**src/rtl/layer1_feeder_pkg.sv**
```systemverilog
// Shared definitions for the layer-1 feeder: default lane geometry, the tap
// index width and the controller state encoding.
package layer1_feeder_pkg;

  localparam int LANES  = 10;  // pixel lanes presented to the MAC array
  localparam int DATA_W = 16;  // width of one pixel lane, the weight and one result lane
  localparam int TAP_W  = 8;   // tap index width; covers NUM_TAPS up to 255

  typedef enum logic [2:0] {
    IDLE,
    CLEAR,
    RUN,
    CAPTURE,
    HOLD
  } state_e;

endpackage

```
**src/rtl/layer1_feeder_if.sv**
```systemverilog
// Result handshake between the feeder and whatever consumes the captured
// column of sums.
//   result       LANES*DATA_W  captured sums, lane 0 in the low bits
//   result_valid 1             result is held and may be taken
//   result_ready 1             consumer takes the result on valid && ready
interface layer1_feeder_if #(
  parameter int LANES  = layer1_feeder_pkg::LANES,
  parameter int DATA_W = layer1_feeder_pkg::DATA_W
) ();

  logic [LANES*DATA_W-1:0] result;
  logic                    result_valid;
  logic                    result_ready;

  modport master (
    output result,
    output result_valid,
    input  result_ready
  );

  modport slave (
    input  result,
    input  result_valid,
    output result_ready
  );

endinterface

```
**src/rtl/feeder_tap_counter.sv**
```systemverilog
// Tap counter for the RUN phase.
//   clk, reset  clock, asynchronous active-high reset
//   en          advance one tap this cycle
//   tap         current tap index, 0..NUM_TAPS-1
//   last        current tap is the final one
// The index returns to 0 after the last tap so every pass starts at tap 0.
module feeder_tap_counter #(
  parameter int NUM_TAPS = 9,
  parameter int TAP_W    = 8
) (
  input  logic             clk,
  input  logic             reset,
  input  logic             en,
  output logic [TAP_W-1:0] tap,
  output logic             last
);

  logic [TAP_W-1:0] tap_q, tap_d;

  assign last = (tap_q == TAP_W'(NUM_TAPS - 1));
  assign tap  = tap_q;

  always_comb begin
    tap_d = tap_q;
    if (en) tap_d = last ? '0 : tap_q + TAP_W'(1);
  end

  // NOTE: state registers use non-blocking assignments so every flop samples
  // values from before the edge, independent of statement order.
  always_ff @(posedge clk or posedge reset) begin
    if (reset) tap_q <= '0;
    else       tap_q <= tap_d;
  end

endmodule

```
**src/rtl/layer1_feeder.sv**
```systemverilog
// Layer-1 feeder: streams NUM_TAPS pixel/weight pairs from two memories into
// a MAC array, then captures the array's column of sums and offers it on a
// valid/ready handshake.
//   clk, reset         clock, asynchronous active-high reset
//   start              begin a pass (only honoured in IDLE)
//   px_base, w_base    first pixel/weight addresses, captured on start
//   px_addr, w_addr    memory read addresses (data returns one cycle later)
//   px_data, w_data    memory read data
//   pixels, weight     operands to the MAC array (zero outside RUN)
//   acc_clr            clears the MAC accumulators (CLEAR only)
//   column             accumulated sums from the MAC array
//   res_if             result / result_valid / result_ready handshake
//   busy               high in every state except IDLE
module layer1_feeder #(
  parameter int LANES    = layer1_feeder_pkg::LANES,
  parameter int DATA_W   = layer1_feeder_pkg::DATA_W,
  parameter int NUM_TAPS = 9,
  parameter int ADDR_W   = 8
) (
  input  logic                    clk,
  input  logic                    reset,
  input  logic                    start,
  input  logic [ADDR_W-1:0]       px_base,
  input  logic [ADDR_W-1:0]       w_base,
  output logic [ADDR_W-1:0]       px_addr,
  output logic [ADDR_W-1:0]       w_addr,
  input  logic [LANES*DATA_W-1:0] px_data,
  input  logic [DATA_W-1:0]       w_data,
  output logic [LANES*DATA_W-1:0] pixels,
  output logic [DATA_W-1:0]       weight,
  output logic                    acc_clr,
  input  logic [LANES*DATA_W-1:0] column,
  layer1_feeder_if.master         res_if,
  output logic                    busy
);

  import layer1_feeder_pkg::*;

  state_e                  state_q, state_d;
  logic [ADDR_W-1:0]       px_base_q, px_base_d;
  logic [ADDR_W-1:0]       w_base_q, w_base_d;
  logic [LANES*DATA_W-1:0] result_q, result_d;

  logic [TAP_W-1:0]  tap_idx;
  logic              tap_last;
  logic              tap_en;
  logic [ADDR_W-1:0] tap_off;

  feeder_tap_counter #(
    .NUM_TAPS (NUM_TAPS),
    .TAP_W    (TAP_W)
  ) u_tap_counter (
    .clk   (clk),
    .reset (reset),
    .en    (tap_en),
    .tap   (tap_idx),
    .last  (tap_last)
  );

  // While tap i is consumed, fetch tap i+1. On the last tap the address stays
  // on the final operand, so nothing past the pass's window is ever read.
  assign tap_off = tap_last ? ADDR_W'(tap_idx) : ADDR_W'(tap_idx) + ADDR_W'(1);

  // NOTE: every signal written here gets a default first, so no path through
  // the case statement can leave one unassigned and infer a latch.
  always_comb begin
    state_d   = state_q;
    px_base_d = px_base_q;
    w_base_d  = w_base_q;
    result_d  = result_q;
    tap_en    = 1'b0;
    acc_clr   = 1'b0;
    pixels    = '0;
    weight    = '0;
    px_addr   = '0;
    w_addr    = '0;

    case (state_q)
      IDLE: begin
        if (start) begin
          px_base_d = px_base;
          w_base_d  = w_base;
          state_d   = CLEAR;
        end
      end
      CLEAR: begin
        acc_clr = 1'b1;
        px_addr = px_base_q;
        w_addr  = w_base_q;
        state_d = RUN;
      end
      RUN: begin
        tap_en  = 1'b1;
        pixels  = px_data;
        weight  = w_data;
        px_addr = px_base_q + tap_off;
        w_addr  = w_base_q + tap_off;
        if (tap_last) state_d = CAPTURE;
      end
      CAPTURE: begin
        // The last product was accumulated on the edge that entered CAPTURE.
        result_d = column;
        state_d  = HOLD;
      end
      HOLD: begin
        if (res_if.result_ready) state_d = IDLE;
      end
      default: state_d = IDLE;
    endcase
  end

  always_ff @(posedge clk or posedge reset) begin
    if (reset) begin
      state_q   <= IDLE;
      px_base_q <= '0;
      w_base_q  <= '0;
      result_q  <= '0;
    end else begin
      state_q   <= state_d;
      px_base_q <= px_base_d;
      w_base_q  <= w_base_d;
      result_q  <= result_d;
    end
  end

  assign busy                = (state_q != IDLE);
  assign res_if.result_valid = (state_q == HOLD);
  assign res_if.result       = result_q;

endmodule

```
**src/flat_wrapper.sv**
```systemverilog
// flat-port wrapper written by rule: the top's interface ports become plain ports
module layer1_feeder_flat import layer1_feeder_pkg::*;
#(
  parameter int LANES    = layer1_feeder_pkg::LANES,
  parameter int DATA_W   = layer1_feeder_pkg::DATA_W,
  parameter int NUM_TAPS = 9,
  parameter int ADDR_W   = 8
)
  (clk, reset, start, px_base, w_base, px_addr, w_addr, px_data, w_data, pixels, weight, acc_clr, column, busy, res_if_result, res_if_result_valid, res_if_result_ready);
  layer1_feeder_if #(.LANES(LANES), .DATA_W(DATA_W)) res_if_i ();
  input  logic clk;
  input  logic reset;
  input  logic start;
  input  logic [ADDR_W-1:0] px_base;
  input  logic [ADDR_W-1:0] w_base;
  output logic [ADDR_W-1:0] px_addr;
  output logic [ADDR_W-1:0] w_addr;
  input  logic [LANES*DATA_W-1:0] px_data;
  input  logic [DATA_W-1:0] w_data;
  output logic [LANES*DATA_W-1:0] pixels;
  output logic [DATA_W-1:0] weight;
  output logic acc_clr;
  input  logic [LANES*DATA_W-1:0] column;
  output logic busy;
  output wire logic [$bits(res_if_i.result)-1:0] res_if_result;
  output wire logic [$bits(res_if_i.result_valid)-1:0] res_if_result_valid;
  input wire logic [$bits(res_if_i.result_ready)-1:0] res_if_result_ready;
  assign res_if_result = res_if_i.result;
  assign res_if_result_valid = res_if_i.result_valid;
  assign res_if_i.result_ready = res_if_result_ready;
  layer1_feeder #(.LANES(LANES), .DATA_W(DATA_W), .NUM_TAPS(NUM_TAPS), .ADDR_W(ADDR_W)) u_core (.clk(clk), .reset(reset), .start(start), .px_base(px_base), .w_base(w_base), .px_addr(px_addr), .w_addr(w_addr), .px_data(px_data), .w_data(w_data), .pixels(pixels), .weight(weight), .acc_clr(acc_clr), .column(column), .res_if(res_if_i), .busy(busy));
endmodule
```
**config.mk**
```make
export PLATFORM = sky130hd
export DESIGN_NAME = layer1_feeder_flat
export DESIGN_NICKNAME = d
export VERILOG_FILES = /design/src/rtl/layer1_feeder_pkg.sv /design/src/rtl/layer1_feeder_if.sv /design/src/rtl/feeder_tap_counter.sv /design/src/rtl/layer1_feeder.sv /design/src/flat_wrapper.sv
export SDC_FILE = /design/constraint.sdc
export NUM_CORES = 1
export LEC_CHECK = 0
export BUFFER_PORTS_ARGS = -buffer_cell sky130_fd_sc_hd__buf_4
export CORE_AREA = 2 2 280 282
export DETAILED_ROUTE_END_ITERATION = 8
export DIE_AREA = 0 0 282 284
export PLACE_DENSITY = 0.41
export SLEW_MARGIN = 10
export SYNTH_ARGS = -nofsm -noshare
export SYNTH_HDL_FRONTEND = slang
export SYNTH_HIERARCHICAL = 1
export SYNTH_SLANG_ARGS = --single-unit
```
**constraint.sdc**
```tcl
create_clock -name clk -period 6.26 [get_ports clk]
set_clock_uncertainty 0.15 [all_clocks]
set_input_delay 0.313 -clock clk [delete_from_list [all_inputs] [get_ports clk]]
set_output_delay 0.313 -clock clk [all_outputs]
set_load 0.02 [all_outputs]
```
==> results.txt <==
----------------------------------------------------
[Synth]
  Area contributors post-synth ... sky130_fd_sc_hd__dfrtp_1 51%, sky130_fd_sc_hd__mux2_2 21%, sky130_fd_sc_hd__and3_1 12%
  Area fraction of the dominant cell type after synthesis ... 50.6%
  Top FF cell, synth ... sky130_fd_sc_hd__dfrtp_1
  Largest area contributor in the netlist ... sky130_fd_sc_hd__dfrtp_1
  Number of flops mapped to enable cells by yosys ... 0
  Count of unique library cells instantiated by Yosys ... 47
  Area of the mapped netlist ... 9250 sq um
  Number of warnings issued by yosys ... 6
  Sequential cell area fraction in the yosys report ... 50.6%
  FF+latch count, synth ... 187
  Post-synthesis async set-or-reset flop share ... 100%
  Syn Nets ... 1149
  Synth Area per Inst ... 12.0 sq um
  Cell count after synthesis ... 773

[Global route]
  Remaining global-route overflow ... 0
  Via count of the first global-routing pass ... 10200
  Global-route wire length before repair ... 68500 um
  All-layer global routing usage ... 11.7%
  Number of antenna violations at the first check in global routing ... 17
  Pin count of the biggest net entering global routing ... 162

[Worst setup path]
  FF-to-FF End ... u_core/u_tap_counter/tap[7]
  Register-to-register setup slack ... 3.54 ns
  Critical Path RT ... 5.80 ns
  Maximum fanout count along the critical path ... 7
  Arrival time of the worst setup path ... 3.93 ns
  Reg2reg path depth ... 5
  Reg2reg start ... u_core/state_q[1]
  CP Capture Type ... output port
  Kind of critical path ... flip-flop to output port
  Crit path launch type ... flip-flop

[Timing]
  Pins over their slew limit ... 0
  Sum Neg Setup Slack ... 0 ns
  Transition time of the tightest slew-check pin ... 1.42 ns
  Worst slew margin ... 5.19%
  Endpoints failing setup ... 0
  Minimum clock period after layout ... 4.39 ns
  Fraction of the cycle the final worst path needs ... 70.1%
  RSZ-0062 raised after global routing ... false
  Max frequency ... 228 MHz
  Final Hold Viols ... 0

[Detailed routing]
  Average detailed-routed wire length per instance ... 18.4 um
  Number of nets with antenna violations after routing ... 0
  Via total after detailed routing ... 9643
  Ratio of routed vias to standard cells ... 3.59
  Total routed wirelength ... 49500 um
  Drt initial violations ... 369
  Count of unresolved DRC violations after routing ... 0
  1st-pass router iterations ... 5

[Power]
  Sequential Power Share ... 25.8%
  Net Sw Frac ... 45.6%
  Cell area power density ... 492 nW/um^2
  Design internal power ... 4.84 mW
  Clock network power share ... 12.5%
  Largest vdd supply drop ... 0.000251 V
  Sw Pwr ... 4.05 mW
  Part of the total power dissipated in combinational logic ... 61.8%
  LEAKAGE ... 9.07 nW

[Placement]
  Post-detail-place hpwl ... 39500 um
  Cells after DPL ... 2467
  Routability-driven placement congestion ratio ... 0.863
  Buffers added on ports ... 710

[Floorplanning]
  Starting density of the core ... 12.0%
  Overall die height ... 284 um
  Placement Rows ... 102
  Area of the placeable core ... 77000 sq um
  Die area ... 80100 sq um
  Boundary Pins ... 711
  Chip width ... 282 um

[CTS]
  H-tree levels ... 4
  CTS root buf ... sky130_fd_sc_hd__clkbuf_16
  Clock Latency Late Sink ... 0.48 ns
  Max Buffers Root-to-Sink ... 2
  Clock tree from TritonCTS ... built
  Number of buffers created by CTS ... 17
  CTS clk-pin slew, worst paths ... 0.08 ns
  Clock sink count ... 187
  Number of gates resized after CTS ... 0
  Post-CTS setup buffer count ... 0

[Run status]
  Status ... finished, final reports clean

[Finish]
  Area taken by flip-flops and latches ... 4680 sq um
  Net count of the finished layout ... 2001
  Proportion of layout cells with a drive suffix above 1 ... 57.1%
  Area occupied by multi-input gates ... 4210 sq um
  Fill cell total of the finished layout ... 8355
  Synthesis-to-layout area growth ... 95.3%
  Filler-free cell count of the finished design ... 2685

[Hold path]
  Worst hold path type ... input port to asynchronous set/reset pin

[Run]
  # Max-Cap Violations ... 0

----------------------------------------------------
## cell usage after synthesis, drive strengths merged (2+ instances only)
cell type and instances:
dfrtp 187, and3 176, mux2 173, clkbuf 39
nand2 25, buf 24, inv 20, o21ai 20
ha 18, xnor2 14, a21oi 9, xor2 8
nand3 7, nor2 7, or3 5, a31oi 4
nand4 4, and3b 3, nor3 3, a21o 2
a22o 2, fa 2, mux2i 2, nand2b 2
nand4b 2, nor2b 2
## area by class of cell
cell class / count / area share [%]
diodes: 7 / 0.0970
clock buffers: 18 / 2.38
clock inverters: 14 / 0.831
inverters: 20 / 0.443
multi-input cells: 503 / 23.3
flip-flops and latches: 187 / 25.9
well taps: 1040 / 7.20
repair buffers: 896 / 39.9
## cells by family (layout without fill, tap and decap cells)
| logic type | Yosys count | count (layout) | share of synthesized area, % |
|---|---|---|---|
| and+or+nand+nor | 242 | 242 | 16.1 |
| adders and majority gates | 20 | 20 | 2.87 |
| buffers and inverters | 83 | 948 | 4.02 |
| AOI/OAI and AO/OA | 44 | 44 | 3.00 |
| other | 0 | 7 | 0 |
| muxes | 175 | 175 | 21.3 |
| DFF | 187 | 187 | 50.6 |
| xor gates and xnor gates | 22 | 22 | 2.16 |
## how the worst max path moves through the flow
stage / start / to / slack [ns]
2_1_floorplan: reset / u_core/px_base_q[0] / 0.94
3_3_place_gp: u_core/u_tap_counter/tap[0] / px_addr[7] / 2.37
3_5_place_dp: u_core/u_tap_counter/tap[0] / px_addr[7] / 2.38
4_1_cts: u_core/u_tap_counter/tap[0] / px_addr[7] / 1.77
5_1_grt: u_core/u_tap_counter/tap[0] / w_addr[7] / 1.62
6_report: u_core/u_tap_counter/tap[0] / px_addr[7] / 1.87
## critical path, cell delays in order, from the launching register on
cell	delay (ns)
sky130_fd_sc_hd__dfrtp_1	0.54
sky130_fd_sc_hd__inv_1	0.11
sky130_fd_sc_hd__ha_1	0.22
sky130_fd_sc_hd__and4b_1	0.29
sky130_fd_sc_hd__nand2b_1	0.20
sky130_fd_sc_hd__or3_1	0.37
sky130_fd_sc_hd__xnor2_1	0.18
sky130_fd_sc_hd__ha_1	0.38
sky130_fd_sc_hd__nand4_1	0.12
sky130_fd_sc_hd__a21oi_1	0.12
sky130_fd_sc_hd__and3b_1	0.19
sky130_fd_sc_hd__xnor2_1	0.15
sky130_fd_sc_hd__or3_1	0.34
sky130_fd_sc_hd__o21ai_2	0.07
sky130_fd_sc_hd__buf_4	0.16
## per-layer routing
layer / wire length (um) / vias up / global-route usage, %
met4: 1410 / 4 / 4.31
met5: 23 / - / 0
met1: 17600 / 4618 / 11.9
li1: - / 4452 / -
met2: 25600 / 510 / 21.4
met3: 4880 / 59 / 4.68
## sequential cells by signal, indices dropped and copies added, names as in the netlist
name and cells:
u_core/px_base_q 8, u_core/res_if.result 160, u_core/state_q 3, u_core/u_tap_counter/tap 8
u_core/w_base_q 8
## power groups by stage
stage               Sequential [mW]  Combinational (mW)  Clock (mW)
CTS                            2.31                5.57        1.18
global placement               2.30                5.43           0
finish                         2.29                5.49        1.11
global route                   2.39                5.89        1.21
detailed placement             2.31                5.46           0
floorplan                      2.82                2.48           0
## cell usage in the layout, fill, tap and decap left out, types with 6 or more instances in the layout
cell type	count
sky130_fd_sc_hd__nand2_1	25
sky130_fd_sc_hd__dlygate4sd3_1	179
sky130_fd_sc_hd__and3_1	176
sky130_fd_sc_hd__clkbuf_16	17
sky130_fd_sc_hd__nor2_1	6
sky130_fd_sc_hd__inv_1	19
sky130_fd_sc_hd__mux2_2	173
sky130_fd_sc_hd__dfrtp_1	186
sky130_fd_sc_hd__diode_2	7
sky130_fd_sc_hd__xnor2_1	13
sky130_fd_sc_hd__ha_1	18
sky130_fd_sc_hd__xor2_1	8
sky130_fd_sc_hd__o21ai_0	16
sky130_fd_sc_hd__nand3_1	6
sky130_fd_sc_hd__buf_4	715
sky130_fd_sc_hd__a21oi_1	9
## timing repair
| item | in CTS | in global routing |
|---|---|---|
| hold buffers | 179 | 0 |
| hold endpoints to repair | 224 | 0 |
| setup endpoints to repair | 0 | 0 |
## stage by stage
step                hold slack, ns  setup slack [ns]  cell area, sq um  power, mW  util (%)
CTS                          0.178              1.77             18000       9.06      23.5
floorplan                  -0.0213             0.938              9250       5.31         -
global placement             0.178              2.37             15700       7.73      20.4
global route                 0.237              1.62             18100       9.49      23.5
finish                       0.225              1.87             18100       8.89      23.5
detailed placement           0.190              2.38             15700       7.78      20.4
No activity file was read; power rests on OpenSTA's default activity.
